File: src/rtl/vga_timing_gen_pkg.sv
// Shared video definitions: raster timing struct and standard 640x480@60 mode.
// Latency: n/a (types and constants only).
// Backpressure: n/a; the timing source is free-running.
package vga_timing_gen_pkg;

  // Timing bundle consumed by the video controller; pulses are qualified by valid.
  typedef struct packed {
    logic valid;
    logic blank_n;
    logic hsync_n;
    logic vsync_n;
    logic end_of_visible_line;
    logic end_of_line;
    logic next_line_visible;
    logic end_of_frame;
  } vga_timing_t;

  // Standard 640x480@60 mode, dot rate = system clock / 2.
  localparam int VGA_CLK_DIV  = 2;
  localparam int VGA_H_ACTIVE = 640;
  localparam int VGA_H_FP     = 16;
  localparam int VGA_H_SYNC   = 96;
  localparam int VGA_H_BP     = 48;
  localparam int VGA_V_ACTIVE = 480;
  localparam int VGA_V_FP     = 10;
  localparam int VGA_V_SYNC   = 2;
  localparam int VGA_V_BP     = 33;

  // Idle bundle: no strobe, blanked, syncs deasserted (active-low, so high).
  function automatic vga_timing_t timing_idle();
    vga_timing_t t;
    t         = '0;
    t.hsync_n = 1'b1;
    t.vsync_n = 1'b1;
    return t;
  endfunction

endpackage

File: src/rtl/vga_timing_gen.sv
// Free-running VGA raster timing source with clock-enable dot divider, coordinates, frame count and vblank irq.
// Latency: every output is registered one clock after the counter state it describes.
// Backpressure: none; en_i low holds the raster at the origin (frame count kept).
module vga_timing_gen
  import vga_timing_gen_pkg::*;
#(
  parameter int CLK_DIV  = VGA_CLK_DIV,
  parameter int H_ACTIVE = VGA_H_ACTIVE,
  parameter int H_FP     = VGA_H_FP,
  parameter int H_SYNC   = VGA_H_SYNC,
  parameter int H_BP     = VGA_H_BP,
  parameter int V_ACTIVE = VGA_V_ACTIVE,
  parameter int V_FP     = VGA_V_FP,
  parameter int V_SYNC   = VGA_V_SYNC,
  parameter int V_BP     = VGA_V_BP
) (
  input  logic        clk_i,
  input  logic        rst_ni,
  input  logic        en_i,
  output vga_timing_t timing_o,
  output logic [9:0]  x_o,
  output logic [9:0]  y_o,
  output logic [15:0] frame_o,
  output logic        vblank_irq
);

  localparam int H_TOTAL = H_ACTIVE + H_FP + H_SYNC + H_BP;
  localparam int V_TOTAL = V_ACTIVE + V_FP + V_SYNC + V_BP;
  localparam int H_W     = $clog2(H_TOTAL);
  localparam int V_W     = $clog2(V_TOTAL);
  localparam int DIV_W   = (CLK_DIV > 1) ? $clog2(CLK_DIV) : 1;

  // Region boundaries at counter width; back porches >= 1 keep every bound below the total.
  localparam logic [DIV_W-1:0] DIV_LAST   = DIV_W'(CLK_DIV - 1);
  localparam logic [H_W-1:0]   H_LAST     = H_W'(H_TOTAL - 1);
  localparam logic [H_W-1:0]   H_VIS_END  = H_W'(H_ACTIVE);
  localparam logic [H_W-1:0]   H_VIS_LAST = H_W'(H_ACTIVE - 1);
  localparam logic [H_W-1:0]   HS_BEGIN   = H_W'(H_ACTIVE + H_FP);
  localparam logic [H_W-1:0]   HS_END     = H_W'(H_ACTIVE + H_FP + H_SYNC);
  localparam logic [V_W-1:0]   V_LAST     = V_W'(V_TOTAL - 1);
  localparam logic [V_W-1:0]   V_VIS_END  = V_W'(V_ACTIVE);
  localparam logic [V_W-1:0]   V_VIS_LAST = V_W'(V_ACTIVE - 1);
  localparam logic [V_W-1:0]   VS_BEGIN   = V_W'(V_ACTIVE + V_FP);
  localparam logic [V_W-1:0]   VS_END     = V_W'(V_ACTIVE + V_FP + V_SYNC);

  if (CLK_DIV < 1) begin : g_bad_clk_div
    $error("vga_timing_gen: CLK_DIV must be at least 1");
  end
  if (H_ACTIVE < 1 || H_FP < 0 || H_SYNC < 1 || H_BP < 1) begin : g_bad_h_mode
    $error("vga_timing_gen: horizontal mode needs ACTIVE, SYNC, BP >= 1 and FP >= 0");
  end
  if (V_ACTIVE < 1 || V_FP < 0 || V_SYNC < 1 || V_BP < 1) begin : g_bad_v_mode
    $error("vga_timing_gen: vertical mode needs ACTIVE, SYNC, BP >= 1 and FP >= 0");
  end
  if (H_TOTAL > 1024 || V_TOTAL > 1024) begin : g_bad_coord_width
    $error("vga_timing_gen: raster does not fit the 10-bit coordinate outputs");
  end

  logic [DIV_W-1:0] div;
  logic [H_W-1:0]   h;
  logic [V_W-1:0]   v;
  logic [15:0]      frame;
  logic             strobe;
  logic             h_last;
  logic             v_last;
  vga_timing_t      timing_d;
  logic             irq_d;

  // Dot strobe and end-of-count flags for the current counter state.
  always_comb begin
    strobe = en_i && (div == DIV_LAST);
    h_last = (h == H_LAST);
    v_last = (v == V_LAST);
  end

  // Divider and raster counters; disable parks at the origin but keeps the frame count.
  always_ff @(posedge clk_i or negedge rst_ni) begin
    if (!rst_ni) begin
      div   <= '0;
      h     <= '0;
      v     <= '0;
      frame <= '0;
    end else if (!en_i) begin
      div <= '0;
      h   <= '0;
      v   <= '0;
    end else if (strobe) begin
      div <= '0;
      if (h_last) begin
        h <= '0;
        if (v_last) begin
          v     <= '0;
          frame <= frame + 16'd1;
        end else begin
          v <= v + V_W'(1);
        end
      end else begin
        h <= h + H_W'(1);
      end
    end else begin
      div <= div + DIV_W'(1);
    end
  end

  // Decode the current dot into levels and strobe-qualified event pulses.
  always_comb begin
    timing_d = timing_idle();
    irq_d    = 1'b0;
    if (en_i) begin
      timing_d.valid               = strobe;
      timing_d.blank_n             = (h < H_VIS_END) && (v < V_VIS_END);
      timing_d.hsync_n             = !((h >= HS_BEGIN) && (h < HS_END));
      timing_d.vsync_n             = !((v >= VS_BEGIN) && (v < VS_END));
      timing_d.end_of_visible_line = strobe && (h == H_VIS_LAST) && (v < V_VIS_END);
      timing_d.end_of_line         = strobe && h_last;
      // Line after the last one of the frame is line 0, which is always visible.
      timing_d.next_line_visible   = strobe && h_last && (v_last || (v < V_VIS_LAST));
      timing_d.end_of_frame        = strobe && h_last && v_last;
      irq_d                        = strobe && (h == '0) && (v == V_VIS_END);
    end
  end

  // Output register stage; levels are re-evaluated every clock so they hold between strobes.
  always_ff @(posedge clk_i or negedge rst_ni) begin
    if (!rst_ni) begin
      timing_o   <= timing_idle();
      x_o        <= '0;
      y_o        <= '0;
      frame_o    <= '0;
      vblank_irq <= 1'b0;
    end else begin
      timing_o   <= timing_d;
      x_o        <= en_i ? 10'(h) : 10'd0;
      y_o        <= en_i ? 10'(v) : 10'd0;
      frame_o    <= frame;
      vblank_irq <= irq_d;
    end
  end

endmodule

File: config.mk
export PLATFORM = sky130hd
export DESIGN_NAME = vga_timing_gen
export DESIGN_NICKNAME = d
export VERILOG_FILES = /design/src/rtl/vga_timing_gen_pkg.sv /design/src/rtl/vga_timing_gen.sv
export SDC_FILE = /design/constraint.sdc
export NUM_CORES = 1
export LEC_CHECK = 0
export BUFFER_PORTS_ARGS = -buffer_cell sky130_fd_sc_hd__buf_2
export CORE_ASPECT_RATIO = 0.8
export CORE_MARGIN = 1.5
export CORE_UTILIZATION = 30
export DETAILED_ROUTE_END_ITERATION = 8
export PLACE_DENSITY_LB_ADDON = 0.25
export SYNTH_ARGS = -nofsm -noshare
export SYNTH_HDL_FRONTEND = slang
export SYNTH_SLANG_ARGS = --single-unit
File: constraint.sdc
create_clock -name clk_i -period 2.42 [get_ports clk_i]
set_clock_uncertainty 0.1 [all_clocks]
set_input_delay 0.242 -clock clk_i [delete_from_list [all_inputs] [get_ports clk_i]]
set_output_delay 0.242 -clock clk_i [all_outputs]
set_load 0.05 [all_outputs]
; Word-level counts from Yosys, hierarchy flattened
; Index checks and enable logic that the tools add are counted.
[classes]
addsub = 4
mul = 0
div = 0
order_cmp = 7
n_eq_ne = 6
shifts = 0
n_mux = 13
bitwise = 0
n_reduce_logical = 17
[op_table]
columns = op, count
row1 = 10-bit 2-to-1 mux, 9
row2 = "10-bit equality test, second input constant", 3
row3 = "10-bit by 9-bit < comparator with 1-bit output, second input constant", 3
row4 = "10-bit by 1-bit adder with 10-bit output, second input constant", 2
row5 = "10-bit < comparator, second input constant", 2
row6 = "16-bit by 1-bit adder with 16-bit output, second input constant", 1
row7 = 1-bit logical AND, 11
row8 = "10-bit by 9-bit equality test with 1-bit output, second input constant", 1
row9 = "10-bit greater-or-equal comparator, second input constant", 1
row10 = "10-bit by 9-bit greater-or-equal comparator with 1-bit output, second input constant", 1
row11 = 10-bit logical NOT, 1
row12 = 8-bit 2-to-1 mux, 1
row13 = "2-bit by 1-bit inequality test with 1-bit output, second input constant", 2
row14 = 4-bit AND reduction, 1
row15 = 1-bit 2-to-1 mux, 3
row16 = 1-bit logical NOT, 2
row17 = 2-bit AND reduction, 1
row18 = "1-bit adder, second input constant", 1
row19 = 1-bit logical OR, 1
[totals]
reg_bits = 82
latchBits = 0
mem_bits_rw = 0
mem_bits_ro = 0
in_bits = 3
out_inout_bits = 45
wordCells = 63
memories = 0

; Logic depth before layout (Yosys ltp)
[logic_depth]
depth_word = 5
depth_mapped = 7

; Worst setup path before layout
; OpenSTA, ideal clock, no wires.
[synth_timing]
path_type = reg2reg
startpoint = register v[0]
endpoint = register frame[12]
arrival_time_ps = 1778
path_slack_ps = 463
path_stages_with_launch = 8
n_path_buf = 1
cell_sequence = dfrtp_1 > inv_1 > ha_1 > and4bb_2 > nand4_1 > buf_2 > nor4_1 > xor2_1
[synth_via]
elab_chain_cells = 2
[synth_lines]
columns = item, line_no
row1 = from (decl), vga_timing_gen.sv:61  ; logic [V_W-1:0] v;
row2 = from (signal assigned), vga_timing_gen.sv:95  ; v <= v + V_W'(1);
row3 = 10-bit equality test, vga_timing_gen.sv:73  ; v_last = (v == V_LAST);
row4 = 4-bit AND reduction (no line), --
row5 = to (signal assigned), vga_timing_gen.sv:93  ; frame <= frame + 16'd1;
row6 = to (decl), vga_timing_gen.sv:62  ; logic [15:0] frame;
; No other way between the ends.
; A chain may end at the register's enable or synchronous reset.

; Final worst setup path
[layout_timing]
startpoint = register h[6]
endpoint = register frame[15]
[layout_via]
elab_chain_cells = 2
[layout_lines]
columns = item, line_no
row1 = from (decl), vga_timing_gen.sv:60  ; logic [H_W-1:0] h;
row2 = from (signal assigned), vga_timing_gen.sv:98  ; h <= h + H_W'(1);
row3 = 10-bit equality test, vga_timing_gen.sv:72  ; h_last = (h == H_LAST);
row4 = 4-bit AND reduction (no line), --
; No other way between the ends.

==> impl_metrics.ini <==
[drt]
via_per_inst = 4.72
drtAntennaViolNets = 0
drc = 0
dr.pass1.iters = 4
avgRoutedWirePerCell_um = 14.6
wl_um = 7250
via_count = 2348
dr.first_iter.drc_count = 128

[status]
status = completed

[power]
seq_power_share_pct = 49.2
switching_share_pct = 21.1
clkPwrFrac_pct = 47.4
peakVddDrop_mv = 0.300
power_leakage_nw = 2.13
p_comb_share_pct = 3.4
internal-power_mw = 2.23
power_mw = 2.82
cellPowerDensity_mw_per_mm2 = 681
p_sw_mw = 0.597

[floorplanning]
core_area_mm2 = 0.0110
die-area_mm2 = 0.0121
start_util_pct = 31.2
die_w_um = 122
io_pins = 48
placementRows = 34
fp.dieH_um = 98.5

[synthesis]
synth_warnings = 0
syn-num-nets = 306
synth-main-ff-cell = dfrtp_1
yosysSeqAreaShare_pct = 60.0
syn_area_per_cell_um2 = 11.5
synth_edf_count = 0
ys_ff_latch = 82
postSynthCellCount = 297
ys_types = 49
syn_area_mm2 = 0.00342
async_flop_share_pct = 100

[clock_network]
clkLatencyLatePin_ns = 0.33
cts_sinks = 82
htree_levels = 3
root_buffer = clkbuf_16
clk_pin_slew_ns = 0.06
cts_tree = built
cts_inserted_buffers = 9
clockBufferDepth = 2

[worst_hold_path]
hold_class = input pin to flop

[cells_and_area]
fillers = 1090
final_cells = 497
finalInstanceArea_mm2 = 0.00415
drive_gt1_share_pct = 22.7
final_cell_mix = dfrtp_1, buf_2, nor2_1, xor2_1, and2_1
syn2layout_area_growth_pct = 21.2
diodes = 0
fin_nets = 357
final_common_cell = dfrtp_1

[sta]
setup_viol = 0
setup_tns_ns = 0
finalHoldViolations = 0
worst_pin_slew_ns = 0.563
final_max_slew_viol_count = 0
fmax_mhz = 434
timing.slew.headroom_pct = 62.1
post-route-min-period_ns = 2.30
post-route-period-util_pct = 95.2
rsz0062_at_grt = no

[grt]
grt_usage_pct = 13.1
gr-total-overflow = 0
grt_max_degree = 45
grt_pass1_vias = 2311
antenna_found_initial = 0
grt_pass1_wl_um = 12200

[place]
gp_congestion = 0.896
io_buffer_count = 47
dpl.hpwl_um = 4970
place_area_mm2 = 0.00384
dp_cells = 479

[job]
max-cap-violations = 0

[setup_path]
critPathLaunchType = flop
cp-end-kind = flop
cp_data_required_time_ns = 2.50
cp_data_arrival_time_ns = 2.39
worstSetupPathType = flop to flop
path_max_fanout = 19
[metal layers]
metal,routed length (um),GRT usage (%)
met3,252,2.72
met2,3040,17.5
met1,3840,20.3
met5,0,0
met4,119,5.28
[sequential cells by signal, summed over array words and instances, names as in the netlist]
signal	flops
timing_o	8
y_o	10
frame	16
h	10
frame_o	16
div	1
vblank_irq	1
v	10
x_o	10
[synthesized netlist by cell type (all sizes together), types with 2 or more instances]
cell type  count  area share (%)
and2          19             3.5
a31oi          5            0.91
dfrtp         80              58
nand4         16             3.4
buf            8             1.5
dfstp          2             1.5
nand3         16             2.3
nor4b          2            0.95
xor2          20             5.1
and4           4             1.0
xnor2          3            0.77
nand2         14             1.5
nor3          10             1.5
a21oi          4            0.58
clkbuf        11             1.2
nor4          11             2.4
ha             6             2.2
o21ai          4            0.58
a41oi          2            0.51
inv           11             1.2
and3           8             1.5
nor2          20             2.2
[critical path: stages, from the launching register on]
cell and delay [ns]:
dfrtp_1 0.50, nor4b_4 0.46, nand4_4 0.34, nor4_1 0.62
xor2_1 0.12
[power by group through the flow]
stage               logic (mW)  registers (mW)  clock network (mW)
CTS                      0.101            1.39                1.37
global placement         0.100            1.41                   0
floorplan               0.0349            1.42                   0
global route             0.112            1.39                1.43
detailed placement      0.0992            1.41                   0
finish                  0.0970            1.39                1.34
[cell type report]
cell class	instances	area (um^2)	share of cell area (%)
clock buffer	11	243	5.85
clock inverter	5	53.8	1.30
inverter	12	45.0	1.09
multi-input combinational	184	1230	29.7
sequential	82	2050	49.5
tap	144	180	4.34
timing repair buffer	59	343	8.26
[final timing paths]
kind	from	end	slack, ns	cells after the start
max in group asynchronous	rst_ni	timing_o[4]$_DFF_PN1_	1.22	3
worst min-delay path	en_i	timing_o[7]$_DFF_PN0_	0.19	2
worst max-delay path	h[6]$_DFFE_PN0P_	frame[15]$_DFFE_PN0P_	0.12	4
worst max register to register	h[6]$_DFFE_PN0P_	frame[15]$_DFFE_PN0P_	0.12	4
min in group asynchronous	rst_ni	frame_o[5]$_DFF_PN0_	0.34	2
worst min register to register	frame[15]$_DFFE_PN0P_	frame_o[15]$_DFF_PN0_	0.30	0
[logic make-up (layout without fill, tap and decap cells)]
group,after synthesis,in the layout,synth area share [%]
simple gates,126,126,21.7
fa+ha+maj,6,6,2.19
buf+inv,31,87,4.02
xor+xnor,23,23,5.88
compound gates,27,27,5.59
mux,2,2,0.621
flops,82,82,60.0
[stage by stage]
stage                     util (%)  hold slack [ns]  setup WS (ns)
after floorplan                  -           -0.154          0.463
after global routing          37.8            0.206         0.0570
after global placement        35.0            0.168          0.196
after CTS                     37.7            0.194          0.106
final                         37.8            0.192          0.116
after detailed placement      35.0            0.171          0.126
[timing repair]
action	CTS	global route
setup endpoints to repair	0	4
hold endpoints to repair	42	0
hold buffers	1	0
setup buffers	0	1
gates resized for setup	0	0
(Power assumes the default switching activity.)
